### src/rtl/register_file_wb_if.sv
// Register file bus: writeback port, two read ports and the issue/scoreboard port.
interface register_file_wb_if;
   localparam int unsigned XLEN = 32;
   localparam int unsigned AW   = 5;

   logic            RegWriteW;
   logic [AW-1:0]   RD_W;
   logic [XLEN-1:0] ResultW;
   logic [AW-1:0]   A1;
   logic [AW-1:0]   A2;
   logic [XLEN-1:0] RD1;
   logic [XLEN-1:0] RD2;
   logic            IssueEn;
   logic [AW-1:0]   IssueRd;
   logic            Busy1;
   logic            Busy2;

   // Pipeline side: drives writeback, read addresses and issue.
   modport master (
      output RegWriteW, RD_W, ResultW, A1, A2, IssueEn, IssueRd,
      input  RD1, RD2, Busy1, Busy2
   );

   // Register file side.
   modport slave (
      input  RegWriteW, RD_W, ResultW, A1, A2, IssueEn, IssueRd,
      output RD1, RD2, Busy1, Busy2
   );
endinterface

### src/rtl/register_file_wb.sv
// 31 x 32-bit register file (x0 hardwired to zero) with write-through bypass
// and a busy scoreboard that tracks issued-but-not-written destinations.
module register_file_wb (
   input logic                clk,
   input logic                rst,
   register_file_wb_if.slave  bus
);
   localparam int unsigned XLEN = 32;
   localparam int unsigned NREG = 32;

   logic [XLEN-1:0] regs [1:NREG-1];
   // Busy bit 0 is implicitly constant 0 and therefore not stored.
   logic [NREG-1:1] busy;
   logic [NREG-1:1] busy_next;
   logic            wr_en;
   logic            iss_en;
   logic            hit1;
   logic            hit2;
   logic [XLEN-1:0] rd1;
   logic [XLEN-1:0] rd2;
   logic            busy1;
   logic            busy2;

   assign wr_en  = bus.RegWriteW && (bus.RD_W != '0);
   assign iss_en = bus.IssueEn && (bus.IssueRd != '0);
   assign hit1   = wr_en && (bus.RD_W == bus.A1);
   assign hit2   = wr_en && (bus.RD_W == bus.A2);

   // Scoreboard update: clear on writeback first, so a same-index issue wins.
   always_comb begin
      busy_next = busy;
      if (wr_en)
         busy_next[bus.RD_W] = 1'b0;
      if (iss_en)
         busy_next[bus.IssueRd] = 1'b1;
   end

   // Storage and scoreboard state; reset discards everything in one cycle.
   always_ff @(posedge clk) begin
      if (rst) begin
         for (int unsigned i = 1; i < NREG; i++)
            regs[i] <= '0;
         busy <= '0;
      end else begin
         if (wr_en)
            regs[bus.RD_W] <= bus.ResultW;
         busy <= busy_next;
      end
   end

   // Combinational reads with bypass of the in-flight writeback value.
   always_comb begin
      rd1   = '0;
      rd2   = '0;
      busy1 = 1'b0;
      busy2 = 1'b0;
      if (bus.A1 != '0) begin
         rd1   = hit1 ? bus.ResultW : regs[bus.A1];
         busy1 = busy[bus.A1] && !hit1;
      end
      if (bus.A2 != '0) begin
         rd2   = hit2 ? bus.ResultW : regs[bus.A2];
         busy2 = busy[bus.A2] && !hit2;
      end
   end

   assign bus.RD1   = rd1;
   assign bus.RD2   = rd2;
   assign bus.Busy1 = busy1;
   assign bus.Busy2 = busy2;
endmodule

### src/flat_wrapper.sv
// flat-port wrapper written by rule: the top's interface ports become plain ports
module register_file_wb_flat 
  (clk, rst, bus_RegWriteW, bus_RD_W, bus_ResultW, bus_A1, bus_A2, bus_IssueEn, bus_IssueRd, bus_RD1, bus_RD2, bus_Busy1, bus_Busy2);
  register_file_wb_if bus_i ();
  input logic clk;
  input logic rst;
  input wire logic [$bits(bus_i.RegWriteW)-1:0] bus_RegWriteW;
  input wire logic [$bits(bus_i.RD_W)-1:0] bus_RD_W;
  input wire logic [$bits(bus_i.ResultW)-1:0] bus_ResultW;
  input wire logic [$bits(bus_i.A1)-1:0] bus_A1;
  input wire logic [$bits(bus_i.A2)-1:0] bus_A2;
  input wire logic [$bits(bus_i.IssueEn)-1:0] bus_IssueEn;
  input wire logic [$bits(bus_i.IssueRd)-1:0] bus_IssueRd;
  output wire logic [$bits(bus_i.RD1)-1:0] bus_RD1;
  output wire logic [$bits(bus_i.RD2)-1:0] bus_RD2;
  output wire logic [$bits(bus_i.Busy1)-1:0] bus_Busy1;
  output wire logic [$bits(bus_i.Busy2)-1:0] bus_Busy2;
  assign bus_i.RegWriteW = bus_RegWriteW;
  assign bus_i.RD_W = bus_RD_W;
  assign bus_i.ResultW = bus_ResultW;
  assign bus_i.A1 = bus_A1;
  assign bus_i.A2 = bus_A2;
  assign bus_i.IssueEn = bus_IssueEn;
  assign bus_i.IssueRd = bus_IssueRd;
  assign bus_RD1 = bus_i.RD1;
  assign bus_RD2 = bus_i.RD2;
  assign bus_Busy1 = bus_i.Busy1;
  assign bus_Busy2 = bus_i.Busy2;
  register_file_wb u_core (.clk(clk), .rst(rst), .bus(bus_i));
endmodule
### config.mk
export PLATFORM = sky130hd
export DESIGN_NAME = register_file_wb_flat
export DESIGN_NICKNAME = d
export VERILOG_FILES = /design/src/rtl/register_file_wb_if.sv /design/src/rtl/register_file_wb.sv /design/src/flat_wrapper.sv
export SDC_FILE = /design/constraint.sdc
export NUM_CORES = 2
export LEC_CHECK = 0
export BUFFER_PORTS_ARGS = -buffer_cell sky130_fd_sc_hd__buf_2
export CAP_MARGIN = 15
export CORE_MARGIN = 2
export CORE_UTILIZATION = 60
export CTS_CLUSTER_DIAMETER = 80
export DETAILED_ROUTE_END_ITERATION = 8
export HOLD_SLACK_MARGIN = 0.08
export PLACE_DENSITY = 0.77
export SLEW_MARGIN = 5
export SYNTH_ARGS = -nofsm -noshare
export SYNTH_HDL_FRONTEND = slang
export SYNTH_SLANG_ARGS = --single-unit
### constraint.sdc
create_clock -name clk -period 4.55 [get_ports clk]
set_input_delay 0.2275 -clock clk [delete_from_list [all_inputs] [get_ports clk]]
set_output_delay 0.2275 -clock clk [all_outputs]
set_load 0.005 [all_outputs]
==> impl_metrics.prom <==
# TYPE chip_impl_metric gauge
chip_impl_metric{name="postCtsSetupRepairBufs",unit=""} 0
chip_impl_metric{name="max-vdd-ir-drop",unit="mV"} 0.367
chip_impl_metric{name="synth_enable_flop_cells",unit=""} 1024
chip_impl_metric{name="critical_path.n_buffers_inverters",unit=""} 4
chip_impl_info{name="cpLargestDelayFamily",value="buffers and inverters"} 1
chip_impl_metric{name="ctsLongestPathBuffers",unit=""} 3
chip_impl_metric{name="period_needed",unit="ns"} 3.70
chip_impl_metric{name="route.final.wire_length",unit="mm"} 183
chip_impl_metric{name="route.vias.total",unit=""} 38200
chip_impl_metric{name="clk_pin_slew_worst_paths",unit="ns"} 0.05
chip_impl_metric{name="tightest_slew",unit="ns"} 1.29
chip_impl_metric{name="cell_area_placed",unit="mm²"} 0.0587
chip_impl_metric{name="critPathMaxFanout",unit=""} 11
chip_impl_info{name="hp-class",value="in -> reg"} 1
chip_impl_metric{name="distinct_cell_type_count_of_the_synthesized_netlist",unit=""} 54
chip_impl_info{name="critPathLaunchType",value="input port"} 1
chip_impl_metric{name="final_core_util",unit="%"} 66.8
chip_impl_metric{name="final_cell_area",unit="mm²"} 0.0625
chip_impl_metric{name="worst-endpoint-required",unit="ns"} 4.32
chip_impl_info{name="root_buffer",value="sky130_fd_sc_hd__clkbuf_16"} 1
chip_impl_metric{name="part_of_the_cycle_the_worst_path_needs",unit="%"} 81.4
chip_impl_metric{name="avgRoutedWirePerCell",unit="µm"} 34.9
chip_impl_metric{name="design.die.area",unit="mm²"} 0.0972
chip_impl_metric{name="cts.sink_count",unit=""} 1055
chip_impl_metric{name="slew_violations",unit=""} 0
chip_impl_info{name="tritoncts",value="built"} 1
chip_impl_metric{name="fillCellCount",unit=""} 6490
chip_impl_metric{name="synthSimpleGateAreaFrac",unit="%"} 13.4
chip_impl_metric{name="final-hold-violation-count",unit=""} 0
chip_impl_metric{name="timing.max_slew.rel_slack",unit="%"} 14.1
chip_impl_info{name="crit_chain",value="dlygate4sd3_1, buf_2, nor2_1, a21o_1, or3_1, buf_4, mux2i_1, a31oi_1, buf_2"} 1
chip_impl_info{name="synth_top_family_by_area",value="multiplexers"} 1
chip_impl_metric{name="syn_warnings",unit=""} 0
chip_impl_metric{name="finalSetupTns",unit="ns"} 0
chip_impl_metric{name="die_width",unit="µm"} 312
chip_impl_metric{name="grt_pass1_wl",unit="mm"} 261
chip_impl_metric{name="synth_compound_gate_area_share",unit="%"} 5.43
chip_impl_metric{name="seq_area_frac_synth",unit="%"} 55.2
chip_impl_metric{name="yosys.area_share.xor_xnor",unit="%"} 0.154
chip_impl_metric{name="fin_nets",unit=""} 3937
chip_impl_metric{name="achievable-frequency",unit="MHz"} 270
chip_impl_metric{name="worst_path_largest_cell_delay",unit="ns"} 0.60
chip_impl_metric{name="core_area",unit="mm²"} 0.0936
chip_impl_info{name="timing.critical_path.slowest_stage_cell",value="sky130_fd_sc_hd__or3_1"} 1
chip_impl_metric{name="netlist_instances",unit=""} 3881
chip_impl_metric{name="fraction_of_layout_cells_with_a_size_suffix_above_1",unit="%"} 24.1
chip_impl_metric{name="regArea",unit="mm²"} 0.0314
chip_impl_metric{name="area_delta_synth_final",unit="%"} 9.97
chip_impl_metric{name="die_height",unit="µm"} 312
chip_impl_metric{name="vias_in_the_first_global_route",unit=""} 37800
chip_impl_metric{name="power_per_cell_area",unit="mW/mm²"} 377
chip_impl_metric{name="overflow",unit=""} 0
chip_impl_info{name="outcome",value="complete, no violations"} 1
chip_impl_metric{name="synth_mux_area_share",unit="%"} 22.2
chip_impl_metric{name="syn_area",unit="mm²"} 0.0568
chip_impl_metric{name="multiInputGateArea",unit="mm²"} 0.0238
chip_impl_metric{name="finClkSkew",unit="ns"} 0
chip_impl_metric{name="preCtsSetupSlack",unit="ns"} 1.25
chip_impl_info{name="setup.worst_path.end_class",value="primary output"} 1
chip_impl_metric{name="maximum_number_of_pins_on_one_net_before_global_route_repair",unit=""} 83
chip_impl_metric{name="leakage",unit="nW"} 21.7
chip_impl_metric{name="grt.total_usage",unit="%"} 37.6
chip_impl_metric{name="number_of_vias_per_cell_after_detailed_routing",unit=""} 7.30
chip_impl_metric{name="worst-endpoint-arrival",unit="ns"} 3.48
chip_impl_metric{name="setup_viol",unit=""} 0
chip_impl_metric{name="detail_route.iter0.violations",unit=""} 6755
chip_impl_metric{name="grt_antenna_before_repair",unit=""} 14
chip_impl_metric{name="cts_max_level",unit=""} 3
chip_impl_metric{name="post_synth.cell_area_avg",unit="µm²"} 14.6
chip_impl_info{name="rsz0062_at_grt",value="false"} 1
chip_impl_metric{name="maxCapViolations",unit=""} 0
chip_impl_metric{name="worstSkewPairLatency",unit="ns"} 0.69
chip_impl_metric{name="drt_drc_violations_left",unit=""} 0
chip_impl_metric{name="yosys.area_share.adder",unit="%"} 0
chip_impl_metric{name="clock_buffer_count_from_cts",unit=""} 110
chip_impl_info{name="critical_path_class",value="in -> out"} 1
chip_impl_metric{name="gpl.final_weighted_congestion",unit=""} 0.981
chip_impl_info{name="cell_seen_most_often_among_critical_path_stages",value="sky130_fd_sc_hd__buf_2"} 1
chip_impl_metric{name="place.port_buffers",unit=""} 121
chip_impl_metric{name="post-route-worst-setup-slack",unit="ns"} 0.847
chip_impl_metric{name="cts_resized",unit=""} 0
chip_impl_metric{name="drt-pass1-iter-count",unit=""} 8
chip_impl_metric{name="synth_seq_cells",unit=""} 1055
chip_impl_metric{name="io_pins",unit=""} 122
chip_impl_metric{name="async_reset_ff_share",unit="%"} 0
chip_impl_metric{name="initial_utilization",unit="%"} 60.7
chip_impl_metric{name="detail_placement_hpwl",unit="mm"} 109
chip_impl_metric{name="core.rowCount",unit=""} 112
chip_impl_info{name="synth_top_flop_cell",value="sky130_fd_sc_hd__edfxtp_1"} 1
chip_impl_metric{name="detail-route-antenna-nets",unit=""} 0
## worst register-to-register path, delay by kind of cell (launching register included)
family,cells,cell delay [ns]
buf+inv,1,0.60
compound gates,1,0.17
flops,1,0.33
simple gates,1,0.07
## area by class of cell
type | count | area share (%)
sequential | 1055 | 50.2
multi-input combinational | 2411 | 38.1
clock buffer | 153 | 4.93
timing repair buffer | 267 | 3.20
tap | 1254 | 2.51
clock inverter | 49 | 0.775
inverter | 36 | 0.216
antenna | 7 | 0.0280
## cell families after synthesis
kind of cell | after synthesis
multiplexers | 653
flip-flops | 1055
other | 1
buffers and inverters | 446
AO/OA/AOI/OAI | 434
XOR/XNOR | 10
AND/OR/NAND/NOR | 1282
## flip-flops by register name (all words and copies together), names as in the netlist
name,count
u_core.busy,31
u_core.regs,1024
## per-stage QoR
step	std cells	total power (W)	hold slack [ns]
6_report	5232	0.0236	0.110
3_3_place_gp	4999	0.0145	0.461
3_5_place_dp	4999	0.0145	0.468
5_1_grt	5225	0.0240	0.106
4_1_cts	5225	0.0234	0.0843
2_1_floorplan	3912	0.0134	0.326
## cell usage in the layout, fill, tap and decap left out, drive strengths merged, types with 11 or more instances in the layout
cell type	synthesis	routed
a21oi	68	68
o21bai	19	19
mux2i	168	168
a22oi	33	33
nor3	36	36
o21ai	33	33
clkinv	0	36
nor2b	36	36
mux4	484	484
a21o	14	14
edfxtp	1024	1024
dlygate4sd3	0	24
nand2b	15	15
and2	1005	1005
dfxtp	31	31
clkbuf	260	153
o22ai	122	122
a32o	32	32
a221oi	16	16
a221o	47	47
conb	1	32
nand3	11	11
inv	36	37
buf	150	243
a211oi	41	41
nor2	51	51
nand2	101	101
## path summary, 6_finish.rpt
kind              slack (ns)  cells after the start           endpoint             from
setup / recovery        0.85                      9        bus_RD1[30]      bus_RD_W[1]
hold / removal          0.11                      1  u_core.regs[0][5]   bus_ResultW[5]
setup reg to reg        3.28                      3     u_core.busy[7]   u_core.busy[7]
hold reg to reg         0.49                      2    u_core.busy[19]  u_core.busy[19]
## power breakdown
part | switching (W) | internal [W]
logic | 0.00180 | 0.00121
registers | 0.000279 | 0.0112
clock network | 0.00385 | 0.00521
## synth_stat cells, types with 12 or more instances
master | number | area share [%]
sky130_fd_sc_hd__a211oi_1 | 41 | 0.54
sky130_fd_sc_hd__a21o_1 | 14 | 0.18
sky130_fd_sc_hd__a21oi_1 | 68 | 0.60
sky130_fd_sc_hd__a221o_1 | 47 | 0.83
sky130_fd_sc_hd__a221oi_1 | 14 | 0.22
sky130_fd_sc_hd__a22oi_1 | 33 | 0.44
sky130_fd_sc_hd__a32o_1 | 32 | 0.56
sky130_fd_sc_hd__and2_1 | 1005 | 11
sky130_fd_sc_hd__buf_2 | 98 | 0.86
sky130_fd_sc_hd__buf_4 | 17 | 0.22
sky130_fd_sc_hd__buf_6 | 20 | 0.40
sky130_fd_sc_hd__clkbuf_1 | 260 | 1.7
sky130_fd_sc_hd__dfxtp_1 | 31 | 1.1
sky130_fd_sc_hd__edfxtp_1 | 1024 | 54
sky130_fd_sc_hd__inv_1 | 36 | 0.24
sky130_fd_sc_hd__mux2i_1 | 168 | 3.0
sky130_fd_sc_hd__mux4_2 | 484 | 19
sky130_fd_sc_hd__nand2_1 | 101 | 0.67
sky130_fd_sc_hd__nand2b_1 | 15 | 0.17
sky130_fd_sc_hd__nor2_1 | 50 | 0.33
sky130_fd_sc_hd__nor2b_1 | 36 | 0.40
sky130_fd_sc_hd__nor3_1 | 34 | 0.30
sky130_fd_sc_hd__o21ai_0 | 21 | 0.18
sky130_fd_sc_hd__o21ai_1 | 12 | 0.11
sky130_fd_sc_hd__o21bai_1 | 19 | 0.25
sky130_fd_sc_hd__o22ai_1 | 122 | 1.3
## what timing repair did
| item | 4_1_cts | 5_1_grt |
|---|---|---|
| setup endpoints to repair | 0 | 0 |
| hold endpoints to repair | 42 | 0 |
| hold buffers | 24 | 0 |
## per-layer routing
layer  vias up  track usage (%)  wire (µm)  share of wire [%]
li1      14900                -          -                  -
met1     19100             50.0      61800                 34
met2      3438             55.9      82000                 45
met3       713             10.9      26200                 14
met4        10             21.8      12700                7.0
met5         -                0        102              0.056
(Power assumes the default switching activity.)
